<file path="src/rtl/alu_pkg.sv">
// Shared definitions for the registered signed ALU.
//   ALU_WIDTH : default operand/result width
//   alu_op_e  : opcode encoding (ADD, SUB, MUL, SLT)
package alu_pkg;

    localparam int unsigned ALU_WIDTH = 6;

    typedef enum logic [1:0] {
        OP_ADD = 2'b00,
        OP_SUB = 2'b01,
        OP_MUL = 2'b10,
        OP_SLT = 2'b11
    } alu_op_e;

endpackage : alu_pkg

</file>
<file path="src/rtl/alu_sat.sv">
// Narrows a wide two's-complement value to WIDTH bits and flags overflow.
// Build option: ALU_SATURATE_EN clamps out-of-range values to the signed
// limits; without it the low WIDTH bits are passed through (wrap).
//   val_i : IN_W-bit signed value (IN_W > WIDTH)
//   res_o : WIDTH-bit clamped or wrapped result
//   ovf_o : value lies outside the signed WIDTH-bit range
module alu_sat
    import alu_pkg::*;
#(
    parameter int unsigned WIDTH = ALU_WIDTH,
    parameter int unsigned IN_W  = ALU_WIDTH + 1
) (
    input  logic [IN_W-1:0]  val_i,
    output logic [WIDTH-1:0] res_o,
    output logic             ovf_o
);

    // The value fits iff every bit from the WIDTH-bit sign position upward is equal.
    localparam int unsigned HI_W = IN_W - WIDTH + 1;

    logic [HI_W-1:0] hi_bits;

    assign hi_bits = val_i[IN_W-1:WIDTH-1];
    assign ovf_o   = ~((&hi_bits) | ~(|hi_bits));

`ifdef ALU_SATURATE_EN
    // Clamp toward the sign of the wide value.
    always_comb begin
        res_o = val_i[WIDTH-1:0];
        if (ovf_o) begin
            res_o = val_i[IN_W-1] ? {1'b1, {(WIDTH-1){1'b0}}}
                                  : {1'b0, {(WIDTH-1){1'b1}}};
        end
    end
`else
    assign res_o = val_i[WIDTH-1:0];
`endif

endmodule : alu_sat

</file>
<file path="src/rtl/alu.sv">
// Registered signed ALU: ADD, SUB, MUL, SLT with one-cycle latency.
// Build option: ALU_SATURATE_EN (see alu_sat) selects clamping on overflow.
//   clk, rst  : rising-edge clock, asynchronous active-high reset
//   in_valid  : a/b/op valid this cycle
//   a, b      : WIDTH-bit signed operands
//   op        : opcode (alu_op_e)
//   out       : registered result
//   out_valid : result updated by the previous cycle's in_valid
//   ovf       : signed overflow of the registered operation
//   zero      : registered result equals zero
module alu
    import alu_pkg::*;
#(
    parameter int unsigned WIDTH = ALU_WIDTH
) (
    input  logic             clk,
    input  logic             rst,
    input  logic             in_valid,
    input  logic [WIDTH-1:0] a,
    input  logic [WIDTH-1:0] b,
    input  logic [1:0]       op,
    output logic [WIDTH-1:0] out,
    output logic             out_valid,
    output logic             ovf,
    output logic             zero
);

    localparam int unsigned SUM_W  = WIDTH + 1;
    localparam int unsigned PROD_W = 2 * WIDTH;

    logic [SUM_W-1:0]         sum_w;
    logic [SUM_W-1:0]         diff_w;
    logic signed [PROD_W-1:0] a_ext;
    logic signed [PROD_W-1:0] b_ext;
    logic [PROD_W-1:0]        prod_w;
    logic                     lt;

    logic [WIDTH-1:0] add_res, sub_res, mul_res;
    logic             add_ovf, sub_ovf, mul_ovf;

    logic [WIDTH-1:0] out_q, out_d;
    logic             ovf_q, ovf_d;
    logic             zero_q, zero_d;
    logic             valid_q, valid_d;

    // One extra bit holds any add/sub result exactly; 2*WIDTH holds any product.
    assign sum_w  = SUM_W'($signed(a)) + SUM_W'($signed(b));
    assign diff_w = SUM_W'($signed(a)) - SUM_W'($signed(b));
    assign a_ext  = PROD_W'($signed(a));
    assign b_ext  = PROD_W'($signed(b));
    assign prod_w = a_ext * b_ext;
    assign lt     = $signed(a) < $signed(b);

    alu_sat #(.WIDTH(WIDTH), .IN_W(SUM_W)) u_sat_add (
        .val_i (sum_w),
        .res_o (add_res),
        .ovf_o (add_ovf)
    );

    alu_sat #(.WIDTH(WIDTH), .IN_W(SUM_W)) u_sat_sub (
        .val_i (diff_w),
        .res_o (sub_res),
        .ovf_o (sub_ovf)
    );

    alu_sat #(.WIDTH(WIDTH), .IN_W(PROD_W)) u_sat_mul (
        .val_i (prod_w),
        .res_o (mul_res),
        .ovf_o (mul_ovf)
    );

    // Opcode mux; registers hold when no valid input arrives.
    always_comb begin
        out_d   = out_q;
        ovf_d   = ovf_q;
        zero_d  = zero_q;
        valid_d = 1'b0;
        if (in_valid) begin
            valid_d = 1'b1;
            unique case (alu_op_e'(op))
                OP_ADD: begin
                    out_d = add_res;
                    ovf_d = add_ovf;
                end
                OP_SUB: begin
                    out_d = sub_res;
                    ovf_d = sub_ovf;
                end
                OP_MUL: begin
                    out_d = mul_res;
                    ovf_d = mul_ovf;
                end
                OP_SLT: begin
                    out_d = WIDTH'(lt);
                    ovf_d = 1'b0;
                end
                default: begin
                    out_d = out_q;
                    ovf_d = ovf_q;
                end
            endcase
            zero_d = (out_d == '0);
        end
    end

    always_ff @(posedge clk or posedge rst) begin
        if (rst) begin
            out_q   <= '0;
            ovf_q   <= 1'b0;
            zero_q  <= 1'b0;
            valid_q <= 1'b0;
        end else begin
            out_q   <= out_d;
            ovf_q   <= ovf_d;
            zero_q  <= zero_d;
            valid_q <= valid_d;
        end
    end

    assign out       = out_q;
    assign ovf       = ovf_q;
    assign zero      = zero_q;
    assign out_valid = valid_q;

endmodule : alu

</file>
<file path="config.mk">
export PLATFORM = sky130hd
export DESIGN_NAME = alu
export DESIGN_NICKNAME = d
export VERILOG_FILES = /design/src/rtl/alu_pkg.sv /design/src/rtl/alu_sat.sv /design/src/rtl/alu.sv
export SDC_FILE = /design/constraint.sdc
export NUM_CORES = 1
export LEC_CHECK = 0
export ABC_CLOCK_PERIOD_IN_PS = 800
export BUFFER_PORTS_ARGS = -buffer_cell sky130_fd_sc_hd__buf_2
export CAP_MARGIN = 20
export CORE_MARGIN = 4
export CORE_UTILIZATION = 60
export CTS_BUF_LIST = sky130_fd_sc_hd__clkbuf_8
export DETAILED_ROUTE_END_ITERATION = 7
export GPL_TIMING_DRIVEN = 0
export PLACE_DENSITY_LB_ADDON = 0.08
export SYNTH_ARGS = -nofsm -noshare
export SYNTH_HDL_FRONTEND = slang
export SYNTH_SLANG_ARGS = --single-unit
export TNS_END_PERCENT = 1
</file>
<file path="constraint.sdc">
create_clock -name clk -period 0.8 [get_ports clk]
set_input_delay 0.08 -clock clk [delete_from_list [all_inputs] [get_ports clk]]
set_output_delay 0.08 -clock clk [all_outputs]
set_load 0.005 [all_outputs]
</file>
==> impl_metrics.tcl <==
set metrics [dict create \
    die_y_um 68.89 \
    grt_first_pass_wirelength_um 7866 \
    synth.net_count 326 \
    async_flop_share_pct 100.0 \
    io-pin-count 26 \
    top_layer "met4" \
    coreArea_um2 3468 \
    ys_ff_latch 9 \
    nets 357 \
    hpwlAfterDp_um 3940 \
    fin_crit_ns 3.943 \
    path_cells "buf_6, and2_4, fa_1, inv_1, fa_1, fa_1, inv_1, fa_1, inv_1, fa_2, nand2b_4, o2bb2ai_2, o21bai_1, a21oi_1, xnor2_1, a311o_1, a41oi_2" \
    violations "setup timing" \
    instances_no_fill 323 \
    setup_slack_ns -3.143 \
    wl_met1_um 2155 \
    drcViolationCount 0 \
    hold_slack_ns 0.02954 \
    clkLatencyLatePin_ns 0.24 \
    die_w_um 68.89 \
    grt_pass1_vias 1778 \
    fin_crit_sh_pct 492.9 \
    wl_met2_um 2291 \
    status "complete, but fails checks" \
    stdcell_area_um2 2585 \
    gr-usage-all-layers_pct 22.28 \
    cp_slowest_cell "fa_1" \
    r2r_end "out[0]" \
    path_class "in -> reg" \
    drtAntennaViolNets 0 \
    wl_met3_um 242 \
    drive_above_1_share_pct 22.74 \
    grt_start_max_net_pins 11 \
    cts.sinks 9 \
    hold_path_startpoint "in_valid" \
    ff2ff_path_depth 1 \
    setup_viol 13 \
    post_synth_num_cell_types 46 \
    power_mw 4.988 \
    antenna_found_initial 0 \
    clock_path_buffers 2 \
    ir_drop_v 0.001125 \
    fill_cells 279 \
    drv_slew 0 \
    yosysSeqAreaShare_pct 10.12 \
    cp_max_fo 7 \
    overflow 0 \
    drt-total-wl_um 4711 \
    routed-via-count 1734 \
    ys.flop_type "dfrtp_1" \
    final_common_cell "inv_1" \
    dpl.cell_count 317 \
    synth_cells 247 \
    wire_per_inst_um 14.59 \
    area_delta_synth_final_pct 16.20 \
    powerDensity_nw_per_um2 1930 \
    drt_iter0_drc 62 \
    cts.htree.levels 1 \
    crit_path_frequent_cell "fa_1" \
    reg2reg_from "out[0]" \
    worst-slew-pin-transition_ns 0.5792 \
    cts_root_buffer "clkbuf_8" \
    crit_buf_inv 4 \
    slew_headroom_pct 61.31 \
    synth_area_um2 2225 \
    ys_warn_count 0 \
    hold_end "out_valid" \
    io_buffer_count 24 \
    seq_area_um2 225.2 \
    hp-class "in -> reg" \
    place_ws_ns -3.606 \
    whs_path_depth 1 \
    antenna_cells 0 \
    cp.depth 17 \
    maxCapViolCount 0 \
    cp.required_ns 0.95 \
    avgSynthCellArea_um2 9.007 \
    via_per_inst 5.368 \
    tritoncts "yes" \
    die_area_um2 4746 \
    setup_tns_ns -13.29 \
    clk_pin_slew_ns 0.05 \
    final_cell_mix "49 x inv_1, 32 x ha_1, 26 x fa_1" \
    r2r_setup_slack_ns 0.02 \
    drtPass1Iterations 4 \
    worstPathArrival_ns 4.10 \
    cp_top_family "adder cells" \
    leakagePower_nw 1.302 \
    placedInstanceArea_um2 2421 \
    gp_congestion 0.8441 \
    crit_path_max_incr_delay_ns 0.52 \
    multi_input_area_um2 1882 \
    cts_buffers 3 \
    rsz0062_at_grt "yes" \
    skew_ns 0 \
    end_kind "flop" \
    rows 21 \
    fmax_ghz 0.2536 \
    floorplan.initialDensity_pct 64.14 \
    finish.utilization_pct 74.53 \
    hold_viol_final 0 \
    synth_edf_count 0 \
    cp-start-kind "primary input" \
]
kinds of logic (layout without fill, tap and decap cells):
logic type	after synthesis	after routing	synth area share, %
buffers and inverters	55	85	9.393
XOR/XNOR	17	17	7.031
AO/OA/AOI/OAI	42	42	14.68
AND/OR/NAND/NOR	55	55	11.19
multiplexers	7	7	3.262
flip-flops	9	9	10.12
adder cells (fa/ha/maj)	62	62	44.32
sequential cells by signal, summed over array words and instances, names as in the netlist:
| name | cells |
|---|---|
| zero | 1 |
| out_valid | 1 |
| ovf | 1 |
| out | 6 |
layout make-up:
type / instances / share of cell area, %
Multi-Input combinational cell: 183 / 72.80
Sequential cell: 9 / 8.712
Inverter: 51 / 7.406
Timing Repair Buffer: 26 / 6.341
Tap cell: 46 / 2.227
Clock buffer: 3 / 1.597
Buffer: 4 / 0.7744
Clock inverter: 1 / 0.1452
what timing repair did:
item                                    in CTS  in global routing
endpoints found under the hold margin        9                  0
setup buffers                                1                  0
gates resized for setup                     25                  2
endpoints found under the setup margin      14                 17
pin swaps                                   15                  1
hold buffers                                 1                  0
routing by layer:
| layer | track usage, % | vias to the layer above |
|---|---|---|
| met2 | 38.21 | 43 |
| met5 | 0 | - |
| li1 | - | 860 |
| met3 | 3.241 | 3 |
| met4 | 4.866 | 0 |
| met1 | 29.77 | 828 |
Yosys cell counts (3+ instances only):
cell type,n,area share (%)
nand2b_1,3,0.84
a21oi_1,9,2.0
mux2i_1,5,2.2
nor2_1,24,4.0
fa_1,28,25
xnor2_1,15,5.9
and2_1,5,1.4
nand2_1,17,2.9
ha_1,34,19
dfrtp_1,9,10
inv_1,50,8.4
worst max-delay path by stage:
stage	from	end	slack [ns]
after floorplan	a[4]	ovf	-3.21
after global placement	a[5]	ovf	-3.55
after detailed placement	a[5]	ovf	-3.61
after CTS	a[3]	ovf	-3.14
after global routing	a[5]	ovf	-3.30
final	a[4]	ovf	-3.14
power breakdown:
group	switching, mW	internal, mW
registers	0.0393	0.547
logic	2.15	1.73
clock network	0.183	0.334
total	2.38	2.61
No activity file was read; power rests on OpenSTA's default activity.
